==> config.mk <==
export PLATFORM = sky130hd
export DESIGN_NAME = vga_colorizer_pipe
export DESIGN_NICKNAME = d
export VERILOG_FILES = /design/src/rtl/vga_pkg.sv /design/src/rtl/vga_colorizer_pipe_delay_line.sv /design/src/rtl/vga_colorizer_pipe.sv
export SDC_FILE = /design/constraint.sdc
export NUM_CORES = 1
export LEC_CHECK = 0
export ABC_AREA = 1
export BUFFER_PORTS_ARGS = -buffer_cell sky130_fd_sc_hd__buf_4
export CORE_MARGIN = 2
export CORE_UTILIZATION = 50
export CTS_CLUSTER_DIAMETER = 30
export DETAILED_ROUTE_END_ITERATION = 16
export PLACE_DENSITY = 0.77
export SKIP_CTS_REPAIR_TIMING = 1
export SLEW_MARGIN = 10
export SYNTH_ARGS = -nofsm -noshare
export SYNTH_HDL_FRONTEND = slang
export SYNTH_SLANG_ARGS = --single-unit
export TNS_END_PERCENT = 100
==> constraint.sdc <==
create_clock -name clk -period 1.7 [get_ports clk]
set_clock_uncertainty 0.2 [all_clocks]
set_input_delay 0.085 -clock clk [delete_from_list [all_inputs] [get_ports clk]]
set_output_delay 0.085 -clock clk [all_outputs]
set_load 0.01 [all_outputs]
==> src/rtl/vga_pkg.sv <==
// Shared constants and types for the VGA pixel path.
package vga_pkg;

    typedef logic [11:0] color_t;

    // Icon pixels equal to this value let the world map show through.
    localparam color_t COLOR_TRANSPARENT = 12'h000;
    localparam color_t COLOR_BLACK       = 12'h000;
    localparam color_t COLOR_WHITE       = 12'hFFF;
    localparam color_t COLOR_RED         = 12'hF00;
    localparam color_t COLOR_GREEN       = 12'h0F0;

    typedef enum logic [1:0] {
        WORLD_BG   = 2'b00,
        WORLD_LINE = 2'b01,
        WORLD_OBST = 2'b10,
        WORLD_RSVD = 2'b11
    } world_code_t;

    typedef enum logic {
        BLINK_VISIBLE = 1'b0,
        BLINK_HIDDEN  = 1'b1
    } blink_state_t;

    function automatic int max_int(input int a, input int b);
        return (a > b) ? a : b;
    endfunction

endpackage

==> src/rtl/vga_colorizer_pipe_delay_line.sv <==
// Parameterised shift register; collapses to a plain wire when DEPTH is 0.
module delay_line #(
    parameter int              WIDTH     = 1,
    parameter int              DEPTH     = 1,
    parameter logic [WIDTH-1:0] RESET_VAL = '0
) (
    input  logic             clk,
    input  logic             reset,
    input  logic [WIDTH-1:0] d_in,
    output logic [WIDTH-1:0] d_out
);

    if (DEPTH == 0) begin : g_wire
        logic unused_clk_rst;
        assign unused_clk_rst = clk ^ reset;
        assign d_out = d_in;
    end else begin : g_shift
        logic [WIDTH-1:0] stage_q [DEPTH];
        logic [WIDTH-1:0] stage_d [DEPTH];

        // Next value of every stage: input enters stage 0, the rest shift by one.
        always_comb begin
            stage_d[0] = d_in;
            for (int i = 1; i < DEPTH; i++) begin
                stage_d[i] = stage_q[i-1];
            end
        end

        // Stage registers, cleared to the idle value on reset.
        always_ff @(posedge clk) begin
            for (int i = 0; i < DEPTH; i++) begin
                if (reset) begin
                    stage_q[i] <= RESET_VAL;
                end else begin
                    stage_q[i] <= stage_d[i];
                end
            end
        end

        assign d_out = stage_q[DEPTH-1];
    end

endmodule

==> src/rtl/vga_colorizer_pipe.sv <==
// Final VGA pixel stage: aligns timing/world/icon, applies icon priority and blink, registers pins.
//
// Blink states:
//   state          | meaning
//   BLINK_VISIBLE  | icon pixels drawn over the world map
//   BLINK_HIDDEN   | icon treated as transparent, world shows through
module vga_colorizer_pipe
    import vga_pkg::*;
#(
    parameter int     ICON_LATENCY  = 2,
    parameter int     WORLD_LATENCY = 1,
    parameter int     BLINK_FRAMES  = 30,
    parameter logic   SYNC_IDLE     = 1'b1,
    parameter color_t BG_COLOR      = COLOR_WHITE,
    parameter color_t LINE_COLOR    = COLOR_BLACK,
    parameter color_t OBST_COLOR    = COLOR_RED,
    parameter color_t RSVD_COLOR    = COLOR_GREEN
) (
    input  logic        clk,
    input  logic        reset,
    input  logic        video_on,
    input  logic        hsync_in,
    input  logic        vsync_in,
    input  logic [1:0]  world_pixel,
    input  logic [11:0] icon,
    input  logic        blink_en,
    output logic [3:0]  vga_red,
    output logic [3:0]  vga_green,
    output logic [3:0]  vga_blue,
    output logic        vga_hsync,
    output logic        vga_vsync,
    output logic [15:0] frame_cnt
);

    localparam int ALIGN_D = max_int(ICON_LATENCY, WORLD_LATENCY);
    localparam int CNT_W   = (BLINK_FRAMES > 1) ? $clog2(BLINK_FRAMES) : 1;
    localparam logic [CNT_W-1:0] CNT_LAST = CNT_W'(BLINK_FRAMES - 1);

    logic        video_on_a;
    logic        hsync_a;
    logic        vsync_a;
    logic [1:0]  world_a;
    color_t      icon_a;

    delay_line #(.WIDTH(1), .DEPTH(ALIGN_D), .RESET_VAL(1'b0)) u_dly_video (
        .clk(clk), .reset(reset), .d_in(video_on), .d_out(video_on_a)
    );
    delay_line #(.WIDTH(1), .DEPTH(ALIGN_D), .RESET_VAL(SYNC_IDLE)) u_dly_hsync (
        .clk(clk), .reset(reset), .d_in(hsync_in), .d_out(hsync_a)
    );
    delay_line #(.WIDTH(1), .DEPTH(ALIGN_D), .RESET_VAL(SYNC_IDLE)) u_dly_vsync (
        .clk(clk), .reset(reset), .d_in(vsync_in), .d_out(vsync_a)
    );
    delay_line #(.WIDTH(2), .DEPTH(ALIGN_D - WORLD_LATENCY), .RESET_VAL(2'b00)) u_dly_world (
        .clk(clk), .reset(reset), .d_in(world_pixel), .d_out(world_a)
    );
    delay_line #(.WIDTH(12), .DEPTH(ALIGN_D - ICON_LATENCY), .RESET_VAL(COLOR_TRANSPARENT)) u_dly_icon (
        .clk(clk), .reset(reset), .d_in(icon), .d_out(icon_a)
    );

    color_t       rgb_q,  rgb_d;
    logic         hsync_q, hsync_d;
    logic         vsync_q, vsync_d;
    logic         vsync_prev_q, vsync_prev_d;
    logic [15:0]  frame_cnt_q, frame_cnt_d;
    logic         frame_edge;
    blink_state_t blink_state_q, blink_state_d;
    logic [CNT_W-1:0] blink_cnt_q, blink_cnt_d;
    color_t       world_color;

    // Pixel mux on aligned signals: blanking, then visible icon, then world colour.
    always_comb begin
        world_color = BG_COLOR;
        case (world_a)
            WORLD_BG:   world_color = BG_COLOR;
            WORLD_LINE: world_color = LINE_COLOR;
            WORLD_OBST: world_color = OBST_COLOR;
            WORLD_RSVD: world_color = RSVD_COLOR;
            default:    world_color = BG_COLOR;
        endcase
        rgb_d = world_color;
        if (!video_on_a) begin
            rgb_d = COLOR_BLACK;
        end else if ((icon_a != COLOR_TRANSPARENT) && (blink_state_q == BLINK_VISIBLE)) begin
            rgb_d = icon_a;
        end
        hsync_d = hsync_a;
        vsync_d = vsync_a;
    end

    // Output register keeps RGB and syncs on the same clock.
    always_ff @(posedge clk) begin
        if (reset) begin
            rgb_q   <= COLOR_BLACK;
            hsync_q <= SYNC_IDLE;
            vsync_q <= SYNC_IDLE;
        end else begin
            rgb_q   <= rgb_d;
            hsync_q <= hsync_d;
            vsync_q <= vsync_d;
        end
    end

    // Frame edge on the undelayed vsync going from idle to active; frame counter wraps.
    always_comb begin
        frame_edge   = (vsync_in != SYNC_IDLE) && (vsync_prev_q == SYNC_IDLE);
        vsync_prev_d = vsync_in;
        frame_cnt_d  = frame_edge ? (frame_cnt_q + 16'd1) : frame_cnt_q;
    end

    // Previous-vsync flag and frame counter registers.
    always_ff @(posedge clk) begin
        if (reset) begin
            vsync_prev_q <= SYNC_IDLE;
            frame_cnt_q  <= 16'd0;
        end else begin
            vsync_prev_q <= vsync_prev_d;
            frame_cnt_q  <= frame_cnt_d;
        end
    end

    // Blink next-state: disable wins over a coincident frame edge.
    always_comb begin
        blink_state_d = blink_state_q;
        blink_cnt_d   = blink_cnt_q;
        if (!blink_en) begin
            blink_state_d = BLINK_VISIBLE;
            blink_cnt_d   = '0;
        end else if (frame_edge) begin
            if (blink_cnt_q == CNT_LAST) begin
                blink_cnt_d   = '0;
                blink_state_d = (blink_state_q == BLINK_VISIBLE) ? BLINK_HIDDEN : BLINK_VISIBLE;
            end else begin
                blink_cnt_d = blink_cnt_q + CNT_W'(1);
            end
        end
    end

    // Blink state and frame-within-half-period counter registers.
    always_ff @(posedge clk) begin
        if (reset) begin
            blink_state_q <= BLINK_VISIBLE;
            blink_cnt_q   <= '0;
        end else begin
            blink_state_q <= blink_state_d;
            blink_cnt_q   <= blink_cnt_d;
        end
    end

    assign vga_red   = rgb_q[11:8];
    assign vga_green = rgb_q[7:4];
    assign vga_blue  = rgb_q[3:0];
    assign vga_hsync = hsync_q;
    assign vga_vsync = vsync_q;
    assign frame_cnt = frame_cnt_q;

endmodule
; ---- Word level (Yosys, flattened, before mapping)
; Memories as Yosys holds them, arrays and structs flattened. A register that Yosys moved wholly into a read port is not among the register bits.
; Cells that the tools add are included.
[op_classes]
addsub = 2
mul = 0
div = 0
order_cmp = 0
eq_ne = 4
shift = 0
muxes = 15
bitwise_logic = 10
reduce_logical = 8
[ops]
columns = cell, n
row1 = case mux 12 bit (4 select lines), 1
row2 = "adder 16 x 1 -> 16 bit, second input constant", 1
row3 = two-way mux 12 bit, 1
row4 = nonzero test 12 bit, 1
row5 = two-way mux 1 bit, 11
row6 = OR 1 bit, 6
row7 = OR reduction 2 bit, 3
row8 = "adder 5 x 1 -> 5 bit, second input constant", 1
row9 = "equality test 5 bit, second input constant", 1
row10 = two-way mux 5 bit, 1
row11 = "equality test 2 bit, second input constant", 2
row12 = inverter 1 bit, 4
row13 = "equality test 2 x 1 -> 1 bit, second input constant", 1
row14 = logical AND 1 bit, 2
row15 = logical NOT 2 bit, 1
row16 = two-way mux 2 bit, 1
row17 = AND reduction 2 bit, 1
[word_totals]
register_bits = 35
latch_bits = 0
ramBits = 8
mem_bits_ro = 0
inputBits = 20
out_inout_bits = 30
n_memories = 4
[memory_table]
columns = memory, words, width, rd, rd_clocked_by_memory_dff, write_ports, line
row1 = u_dly_hsync.g_shift.stage_q, 2, 1, 2, 1, 2, vga_colorizer_pipe_delay_line.sv:18  ; logic [WIDTH-1:0] stage_q [DEPTH];
row2 = u_dly_video.g_shift.stage_q, 2, 1, 2, 0, 2, vga_colorizer_pipe_delay_line.sv:18
row3 = u_dly_vsync.g_shift.stage_q, 2, 1, 2, 1, 2, vga_colorizer_pipe_delay_line.sv:18
row4 = u_dly_world.g_shift.stage_q, 1, 2, 1, 0, 1, vga_colorizer_pipe_delay_line.sv:18

; ---- Depth between registers and ports, before layout
; Gate-level depths: netlist (run 1).
[logic_depth]
word_depth = 3
depth_mapped = 8
depth_no_buf = 8

; ---- Cells and area by module
; Synthesis (run 1) repeated with hierarchy kept, for this count alone.
[unflattened]
hier_cells = 257
area_unflattened_um2 = 2015.7
[modules_own_cells]
columns = mod, instances, cells_per_inst, area_each_um2
row1 = vga_colorizer_pipe, 1, 219, 1697.9
row2 = delay_line (u_dly_hsync ...), 2, 7, 58.8
row3 = delay_line (u_dly_video ...), 2, 6, 55.1
row4 = delay_line (u_dly_icon), 1, 12, 90.1

; ---- Least setup slack after synthesis (run 1)
; OpenSTA, ideal clock, no wires.
[synth_path]
path_kind = register to register
startpoint = register frame_cnt_q[6], in the netlist frame_cnt[6]
endpoint = register frame_cnt_q[14], in the netlist frame_cnt[14]
setup_ns = 0.115
arrival_time_ns = 1.037
path_slack_ns = 0.348
stages_incl_launch_ff = 8
path_buffers = 0
synth_period_minus_slack_ns = 1.352
path_cell_list = dfxtp_1 nand2_1 inv_1 nand3_1 nor2_1 nand3_1 nand2_1 nor2_1
[synth_via]
elab_chain_len = 1
[synth_rtl]
columns = element, line
row1 = "start, declared", vga_colorizer_pipe.sv:65  ; logic [15:0] frame_cnt_q, frame_cnt_d;
row2 = "start signal, assigned", vga_colorizer_pipe.sv:118  ; frame_cnt_q <= frame_cnt_d;
row3 = adder 16 x 1 -> 16 bit, vga_colorizer_pipe.sv:108  ; frame_cnt_d = frame_edge ? (frame_cnt_q + 16'd1) : frame_cnt_q;
; Every way passes these cells.
; A chain may end at the register's enable or synchronous reset.

==> metrics.txt, run 1 <==
status complete, no violations; DP Wirelength 2660 um; Cell variety after synth 29; Routed Antenna Nets 0; Clk pwr share 39.2%; initial antenna violation count 0; vias 1701; largest net degree at the start of global routing 16; Max-cap violations 0; sequential cell fraction of total power 51.6%; Power Density 800 mW/mm^2; syn nets 263; Mapped Area 0.00186 sq mm; nature of the critical path endpoint flop; Num CTS Buffers 5; Post-Place Worst Slack 0.238 ns; Sinks on Clock Net 45; Critical Path RT 1.68 ns; setup TNS 0 ns; max-slew violation count 0; Worst Setup Slack, final 0.0249 ns; worst slew pin tran 0.376 ns; Die X 65.0 um; CP Cell Sequence dlygate4sd3_1 -> buf_4 -> or2_2 -> dlygate4sd3_1; Tcrit/Tclk final 98.5%; Post-Synthesis Cells 238; CP dominant cell by count dlygate4sd3_1; Slew HR 74.8%; CP Class input pin to flop; crit-path max cell delay 0.55 ns; yosys synthesis warning count 0; Site Rows 22; Avg Cell Area, Syn 7.81 sq um; CP bufs+invs 3; Fillers 273; io pins 50; DRC errors left 0; Slowest-stage cell, CP dlygate4sd3_1; CTS tree yes; leak pwr 1.21 nW; Multi-input gate area 835 sq um; Clk Latency, worst-skew pair 0.29 ns; Comb power frac 9.1%; sequential area share after synthesis 48.5%; Max Fanout on Critical Path 15; Port Buffers 49; drt wl/cell 11.2 um; Cell Int Power 1.66 mW; final wirelength 4070 um; gr ovfl total 0; vias in the first global route 1463; post-synth top area share 48.5%; CORE AREA 0.00361 sq mm; switch share 21.2%; WP data arrival 1.66 ns; Startpoint Class input pin; CTS max path bufs 2; Clk Tree Root Cell clkbuf_8; total track usage 19.4%; Die Area 0.00422 sq mm; maximum clock rate 597 MHz; Final GP Congestion 0.771; die height 65.0 um; 1st-iter DRT viols 135; layout cells sized above 1 25.3%; Synth area leader dfxtp_1; antenna diode count 0; Psw 0.449 mW; CTS clk-pin slew, worst paths 0.08 ns; top cells by area in the synthesized netlist dfxtp_1 48%, nand2_1 8.7%, nor2_1 8.1%, nand3_1 5.9%, a21oi_1 5.4%; final net count 340; worst min path class flop to flop; final setup fails 0; FF+latch area 901 sq um; Area Growth Syn to Fin 41.9%; Fin. Hold Viols 0; H-tree depth 2; Min Clock Period, post-route 1.68 ns; vias per cell 4.67; FF+latch count, synth 45; DRT Pass-1 Iters 4; first-pass GRT wire length 6380 um; Worst VDD drop 0.000631 V; Crit path max-delay family buffers and inverters; RSZ-0062 raised after global routing false; initial core utilization 51.6%
[routing by layer]
layer  up-vias  wire, um  share of wire [%]  track usage, %
li1        912         -                  -               -
met1       732      1830                 45            23.4
met2        50      1970                 48            32.1
met3         7       217                5.3            6.60
met4         0        53                1.3            7.18
met5         -         0                  0               0
[layout by cell type (no fill, tap or decap), types with 2 or more instances in the layout]
cell            n
ha_1            5
or2_2           6
nand2_1        43
o21bai_2        2
dlygate4sd3_1  23
nand4_1         2
dfxtp_1        45
inv_1          21
buf_4          52
a21oi_1        20
nor2_1         40
nor3_1          2
xor2_1          4
o21ai_0         3
clkbuf_8        6
inv_2           4
nand3_1        22
nor2_4          2
[cell usage after synthesis]
cell type,instances
nor2_4,2
nand3_4,1
buf_2,2
clkinv_4,1
inv_2,4
nor3_1,2
clkbuf_1,3
ha_1,5
o21ai_0,3
xnor2_1,1
dfxtp_1,45
inv_1,21
nand2_1,43
nand3_2,1
nor3b_1,1
nand4_1,2
xor2_1,4
or2_2,6
a21oi_1,20
nor2_2,1
nor2_1,40
o21bai_2,2
nand3_1,22
a211oi_1,1
o21ai_1,1
o21ai_2,1
and2_0,1
a31oi_1,1
nand2_4,1
[cell type report]
class / count / share of cell area [%]
Clock buffer: 6 / 3.13
Sequential cell: 45 / 34.1
Clock inverter: 2 / 1.42
Multi-Input combinational cell: 162 / 31.6
Inverter: 26 / 3.89
Tap cell: 48 / 2.28
Timing Repair Buffer: 75 / 23.5
[through the flow]
stage | cell area (sq um) | instances | power [mW] | utilization, % | hold slack, ns
6_report | 2640 | 364 | 2.11 | 73.2 | 0.211
3_5_place_dp | 2290 | 333 | 1.26 | 63.5 | 0.0750
4_1_cts | 2410 | 341 | 2.09 | 66.8 | -0.236
5_1_grt | 2640 | 364 | 2.22 | 73.2 | 0.228
3_3_place_gp | 2290 | 333 | 1.26 | 63.5 | 0.0699
2_1_floorplan | 1860 | 238 | 1.19 | - | -0.0112
[worst register-to-register path: cells and delay by family (launching register included)]
family	cells	cell delay, ns
compound gates	1	0.34
fa+ha+maj	1	0.18
flops	1	0.40
simple gates	2	0.22
[final timing paths]
check	from	slack, ns	cells after the start	to
worst max-delay path	reset	0.02	4	u_dly_hsync.g_shift.stage_q[0]$_DFF_P_
worst min-delay path	u_dly_hsync.g_shift.stage_q[1]$_DFF_P_	0.21	1	vga_hsync$_SDFF_PP1_
worst max register to register	blink_cnt_q[0]$_SDFFE_PP0N_	0.24	4	blink_cnt_q[4]$_SDFFE_PP0N_
worst min register to register	u_dly_hsync.g_shift.stage_q[1]$_DFF_P_	0.21	1	vga_hsync$_SDFF_PP1_
[registers in the layout (all words and copies together), names as in the netlist, 2 cells and up]
| name | count |
|---|---|
| blink_cnt_q | 5 |
| frame_cnt | 16 |
| rgb_q | 12 |
| u_dly_hsync.g_shift.stage_q | 2 |
| u_dly_video.g_shift.stage_q | 2 |
| u_dly_vsync.g_shift.stage_q | 2 |
| u_dly_world.g_shift.stage_q | 2 |
[power groups by stage]
stage | clock, mW | combinational [mW] | sequential [mW]
detailed placement | 0 | 0.149 | 1.12
global route | 0.910 | 0.214 | 1.09
global placement | 0 | 0.146 | 1.11
finish | 0.828 | 0.193 | 1.09
floorplan | 0 | 0.0713 | 1.12
CTS | 0.850 | 0.150 | 1.09
[cells by family (layout without fill, tap and decap cells)]
group | count (synthesis) | count (layout) | share of synthesized area (%)
buffers and inverters | 31 | 109 | 6.66
and+or+nand+nor | 123 | 123 | 30.3
xor gates and xnor gates | 5 | 5 | 2.36
DFF | 45 | 45 | 48.5
adders and majority gates | 5 | 5 | 3.36
AOI/OAI and AO/OA | 29 | 29 | 8.88
No activity file was read; power rests on OpenSTA's default activity.
==> run 2: changes to the inputs <==
--- a/config.mk
+++ b/config.mk
@@ -9,12 +9,14 @@
 export BUFFER_PORTS_ARGS = -buffer_cell sky130_fd_sc_hd__buf_4
 export CORE_MARGIN = 2
 export CORE_UTILIZATION = 50
+export CTS_BUF_LIST = sky130_fd_sc_hd__clkbuf_8
 export CTS_CLUSTER_DIAMETER = 30
 export DETAILED_ROUTE_END_ITERATION = 16
-export PLACE_DENSITY = 0.77
+export PLACE_DENSITY = 0.76
 export SKIP_CTS_REPAIR_TIMING = 1
 export SLEW_MARGIN = 10
 export SYNTH_ARGS = -nofsm -noshare
 export SYNTH_HDL_FRONTEND = slang
+export SYNTH_HIERARCHICAL = 1
 export SYNTH_SLANG_ARGS = --single-unit
 export TNS_END_PERCENT = 100
==> run 2 against run 1 <==
Largest cell class unchanged. The flow now finishes with violations (negative hold slack). Total power is 2.5% lower. Fmax rose by 5.5%. Highest routed layer unchanged. Die area grew 7.9%. Worst hold slack got worse by 0.23 ns. Critical path depth grew 5. Cell count is 2.2% higher. Largest power group unchanged. Clock power fell by 6.8%.
==> metrics.txt, run 2 <==
final setup fails 0; Worst VDD drop 0.000438 V; Cell variety after synth 31; sequential area share after synthesis 44.7%; CP Class input pin to flop; CTS max path bufs 2; fin cells 372; Power Density 767 mW/mm^2; status finished with violations; FF+latch count, synth 45; worst slew pin tran 0.380 ns; initial antenna violation count 0; Max-cap violations 0; Die Area 0.00456 sq mm; CTS tree yes; Max Fanout on Critical Path 10; Fin. Hold Viols 1; drt wl/cell 10.7 um; total power draw 2.06 mW; final net count 347; Tcrit/Tclk final 93.4%; Placed Instances 343; Post-Synthesis Cells 257; CTS clk-pin slew, worst paths 0.08 ns; max-slew violation count 0; gr ovfl total 0; die height 67.5 um; layout cells sized above 1 26.7%; Async S/R FF share, synth 0%; top cells by area in the synthesized netlist dfxtp_1 45%, nand2_1 6.7%, nor2_1 6.7%, inv_1 5.8%, a21oi_1 4.7%; final wirelength 3990 um; Post-synth top flop dfxtp_1; initial core utilization 51.1%; 1st-iter DRT viols 89; setup TNS 0 ns; Mapped Area 0.00202 sq mm; Worst Setup Slack, final 0.112 ns; Slew HR 74.6%; WP data arrival 1.60 ns; Largest register FFs 16; H-tree depth 2; DRT Pass-1 Iters 4; hold_ws -0.0212 ns; worst min path class input pin to flop; most common cell after layout, fill and taps aside buf_4; nature of the critical path endpoint flop; Startpoint Class input pin; Post-synth EDFFs 0; Min Clock Period, post-route 1.59 ns; Critical Path RT 1.72 ns; Final GP Congestion 0.797; post-synth top area share 44.7%; Synth area leader dfxtp_1; antenna diode count 0; Clk Latency, worst-skew pair 0.29 ns; vias in the first global route 1468; largest net degree at the start of global routing 14; Avg Cell Area, Syn 7.84 sq um; Sinks on Clock Net 45; Die X 67.5 um; DP Wirelength 2750 um; Commonest cells post-synth 45 x dfxtp_1, 36 x nand2_1, 36 x nor2_1; syn nets 282; most frequent cells in the layout 52 x buf_4, 44 x dfxtp_1, 35 x nor2_1, 35 x nand2_1, 31 x inv_1; total track usage 17.3%; DRC errors left 0; Area Growth Syn to Fin 33.1%; Routed Antenna Nets 0; yosys synthesis warning count 6; CORE AREA 0.00394 sq mm; Post-Place Worst Slack 0.109 ns; failing checks negative hold slack; Clk Tree Root Cell clkbuf_8; leak pwr 1.25 nW; io pins 50; Site Rows 23; top-count cell post-synth dfxtp_1; first-pass GRT wire length 6070 um; vias per cell 4.69; maximum clock rate 630 MHz; vias 1744; Num CTS Buffers 5; RSZ-0062 raised after global routing false; Port Buffers 49
==> run 2: changes by cell type after synthesis, sizes merged, moves of 3 or more <==
| cell | delta |
|---|---|
| buf | +13 |
| inv | +11 |
| nand3 | -5 |
| o21ai | +5 |
| or2 | -3 |
==> run 2: cell families after synthesis <==
group / synth area share [%]
AO/OA/AOI/OAI: 9.81
XOR/XNOR: 2.17
adder cells (fa/ha/maj): 3.10
buffers and inverters: 12.4
flip-flops: 44.7
AND/OR/NAND/NOR: 27.8
==> run 2: worst paths after layout <==
| check | start | endpoint | slack [ns] | depth (start not counted) |
|---|---|---|---|---|
| worst min-delay path | blink_en | blink_state_q$_SDFFE_PP0P_ | -0.02 | 5 |
| worst min register to register | u_dly_vsync/g_shift.stage_q[0]$_DFF_P_ | u_dly_vsync/g_shift.stage_q[1]$_DFF_P_ | 0.21 | 2 |
| worst max register to register | frame_cnt[0]$_SDFFE_PP0N_ | frame_cnt[14]$_SDFFE_PP0N_ | 0.17 | 9 |
| worst max-delay path | icon[4] | rgb_q[5]$_SDFF_PP0_ | 0.11 | 9 |
==> run 2: critical path, stage by stage <==
cell and delay [ns]:
dlygate4sd3_1 0.55, buf_4 0.15, nor2_1 0.10, nand2_1 0.06, nor2_1 0.12, nand2_2 0.15, nand2_2 0.13, nand2_2 0.10
a21oi_1 0.16
==> run 2: metal layers <==
metal / vias up / global-route usage (%) / share of wire, %
met1: 778 / 21.9 / 45
met2: 35 / 28.7 / 48
met3: 9 / 5.17 / 4.6
li1: 922 / - / -
met4: 0 / 4.59 / 1.5
met5: - / 0 / 0
==> run 2: per-stage QoR <==
stage,cell area (sq um),utilization [%],hold WS [ns]
after floorplan,2020,-,-0.0438
after global placement,2350,59.7,0.0630
after detailed placement,2350,59.7,0.0703
after CTS,2460,62.3,-0.235
after global routing,2680,68.1,0.0112
final,2680,68.1,-0.0212
==> run 2: layout make-up <==
cell class              instances  area (sq um)
flip-flops and latches         45           902
well taps                      50          62.6
repair buffers                 74           611
fillers                       327          1260
clock inverters                 2          35.0
inverters                      36           135
multi-input cells             160           870
clock buffers                   5          68.8
==> run 2: power breakdown <==
group | internal (mW) | switching [mW] | leakage, nW
registers | 1.08 | 0.0122 | 0.366
clock network | 0.427 | 0.344 | 0.0540
logic | 0.109 | 0.0907 | 0.828
total | 1.61 | 0.447 | 1.25
==> run 3: changes to the inputs <==
--- a/config.mk
+++ b/config.mk
@@ -10,8 +10,8 @@
 export CORE_MARGIN = 2
 export CORE_UTILIZATION = 50
 export CTS_BUF_LIST = sky130_fd_sc_hd__clkbuf_8
-export CTS_CLUSTER_DIAMETER = 30
 export DETAILED_ROUTE_END_ITERATION = 16
+export HOLD_SLACK_MARGIN = 0.1
 export PLACE_DENSITY = 0.76
 export SKIP_CTS_REPAIR_TIMING = 1
 export SLEW_MARGIN = 10
==> run 3 against run 2 <==
The run now ends clean. Sequential cell count stayed put. Wire length is 0.20% higher. Non-clock buffer count is 1 higher. Register-to-register slack hardly changed. Global-route usage stayed put. Critical endpoint unchanged. Worst hold slack better by 0.23 ns. Die area stayed put. Largest power group unchanged. Via count is 0.23% higher. Clock power hardly changed. Critical path depth stayed put. Cell count is 0.27% higher. First-iteration DRC count is 9.0% higher. Largest cell class unchanged.
==> metrics.txt, run 3 (synthesized netlist as in run 2, its figures left out) <==
drt wl/cell 10.7 um; worst hold endpoint u_dly_vsync/g_shift.stage_q[1]$_DFF_P_; final net count 348; Critical Path RT 1.72 ns; H-tree depth 2; fin cells 373; CP dominant cell by count nand2_2; hold_ws 0.206 ns; vias per cell 4.69; Slowest-stage cell, CP dlygate4sd3_1; RSZ-0062 raised after global routing false; max-slew violation count 0; Num CTS Buffers 5; most common cell after layout, fill and taps aside buf_4; Startpoint Class input pin; Site Rows 23; status complete, no violations; Placed Instances 343; Worst VDD drop 0.000439 V; nature of the critical path endpoint flop; Final GP Congestion 0.797; HP Start u_dly_vsync/g_shift.stage_q[0]$_DFF_P_; Worst Setup Slack, final 0.113 ns; fin area 0.00269 sq mm; total power draw 2.06 mW; Post-Place Worst Slack 0.109 ns; Cells on Worst Hold Path 2; Max-cap violations 0; CTS clk-pin slew, worst paths 0.08 ns; worst slew pin tran 0.380 ns; crit path launch icon[4]; DRT Pass-1 Iters 4; Clk Latency, worst-skew pair 0.29 ns; Crit path max-delay family buffers and inverters; final wirelength 4000 um; Clk Tree Root Cell clkbuf_8; CP bufs+invs 2; initial antenna violation count 0; first-pass GRT wire length 6070 um; vias in the first global route 1468; Power Density 765 mW/mm^2; Slew HR 74.6%; crit-path max cell delay 0.55 ns; Sinks on Clock Net 45; layout cells sized above 1 26.6%; 1st-iter DRT viols 97; Min Clock Period, post-route 1.59 ns; Die X 67.5 um; CTS max path bufs 2; CORE AREA 0.00394 sq mm; DRC errors left 0; CTS tree yes; final setup fails 0; total track usage 17.3%; io pins 50; final core utilization 68.3%; CP Class input pin to flop; die height 67.5 um; largest net degree at the start of global routing 14; Largest register FFs 16; antenna diode count 0; worst min path class flop to flop; Placed Area 0.00235 sq mm; leak pwr 1.25 nW; Routed Antenna Nets 0; Port Buffers 49; Tcrit/Tclk final 93.3%; Area Growth Syn to Fin 33.6%; most frequent cells in the layout 52 x buf_4, 44 x dfxtp_1, 35 x nor2_1, 35 x nand2_1, 31 x inv_1; setup TNS 0 ns; Fin. Hold Viols 0; CP Cell Sequence dlygate4sd3_1 -> buf_4 -> nor2_1 -> nand2_1 -> nor2_1 -> nand2_2 -> nand2_2 -> nand2_2 -> a21oi_1; r2r endpoint frame_cnt[14]$_SDFFE_PP0N_; vias 1748; maximum clock rate 630 MHz; Die Area 0.00456 sq mm; r2r setup slk 0.17 ns; Max Fanout on Critical Path 10; Worst Reg-to-Reg Cells 9; DP Wirelength 2750 um; WP data arrival 1.60 ns; R2R Path Start frame_cnt[0]$_SDFFE_PP0N_; gr ovfl total 0; initial core utilization 51.1%
run 3: cell types whose count changed in the layout (fill, tap and decap cells not counted):
cell	delta
dlygate4sd3_1	+1
run 3: worst max path at each step:
stage / to / slack [ns] / cells after the start
5_1_grt: frame_cnt[14]$_SDFFE_PP0N_ / 0.02 / 9
2_1_floorplan: frame_cnt[12]$_SDFFE_PP0N_ / 0.18 / 8
3_3_place_gp: frame_cnt[14]$_SDFFE_PP0N_ / 0.16 / 8
3_5_place_dp: frame_cnt[14]$_SDFFE_PP0N_ / 0.11 / 9
4_1_cts: frame_cnt[14]$_SDFFE_PP0N_ / 0.08 / 9
6_report: rgb_q[5]$_SDFF_PP0_ / 0.11 / 9
run 3: tightest hold or removal path: cells and delay by family (launching register included):
| kind | cells | cell delay (ns) |
|---|---|---|
| AND/OR/NAND/NOR | 1 | 0.04 |
| buffers and inverters | 1 | 0.03 |
| flip-flops | 1 | 0.31 |
run 3: power breakdown:
group / switching, mW / leakage (nW) / internal (mW)
combinational: 0.0910 / 0.832 / 0.110
clock: 0.345 / 0.0540 / 0.427
sequential: 0.0123 / 0.366 / 1.08
total: 0.448 / 1.25 / 1.61
run 3: area by class of cell:
type / instances / area (sq um)
clock inverter: 2 / 35.0
clock buffer: 5 / 68.8
fill: 323 / 1250
sequential: 45 / 902
tap: 50 / 62.6
timing repair buffer: 75 / 621
inverter: 36 / 135
multi-input combinational: 160 / 870
run 3: layer usage:
layer  wire (um)  GRT usage, %
met5           0             0
met4          58          4.59
met3         171          5.17
met2        1940          28.7
met1        1830          21.9
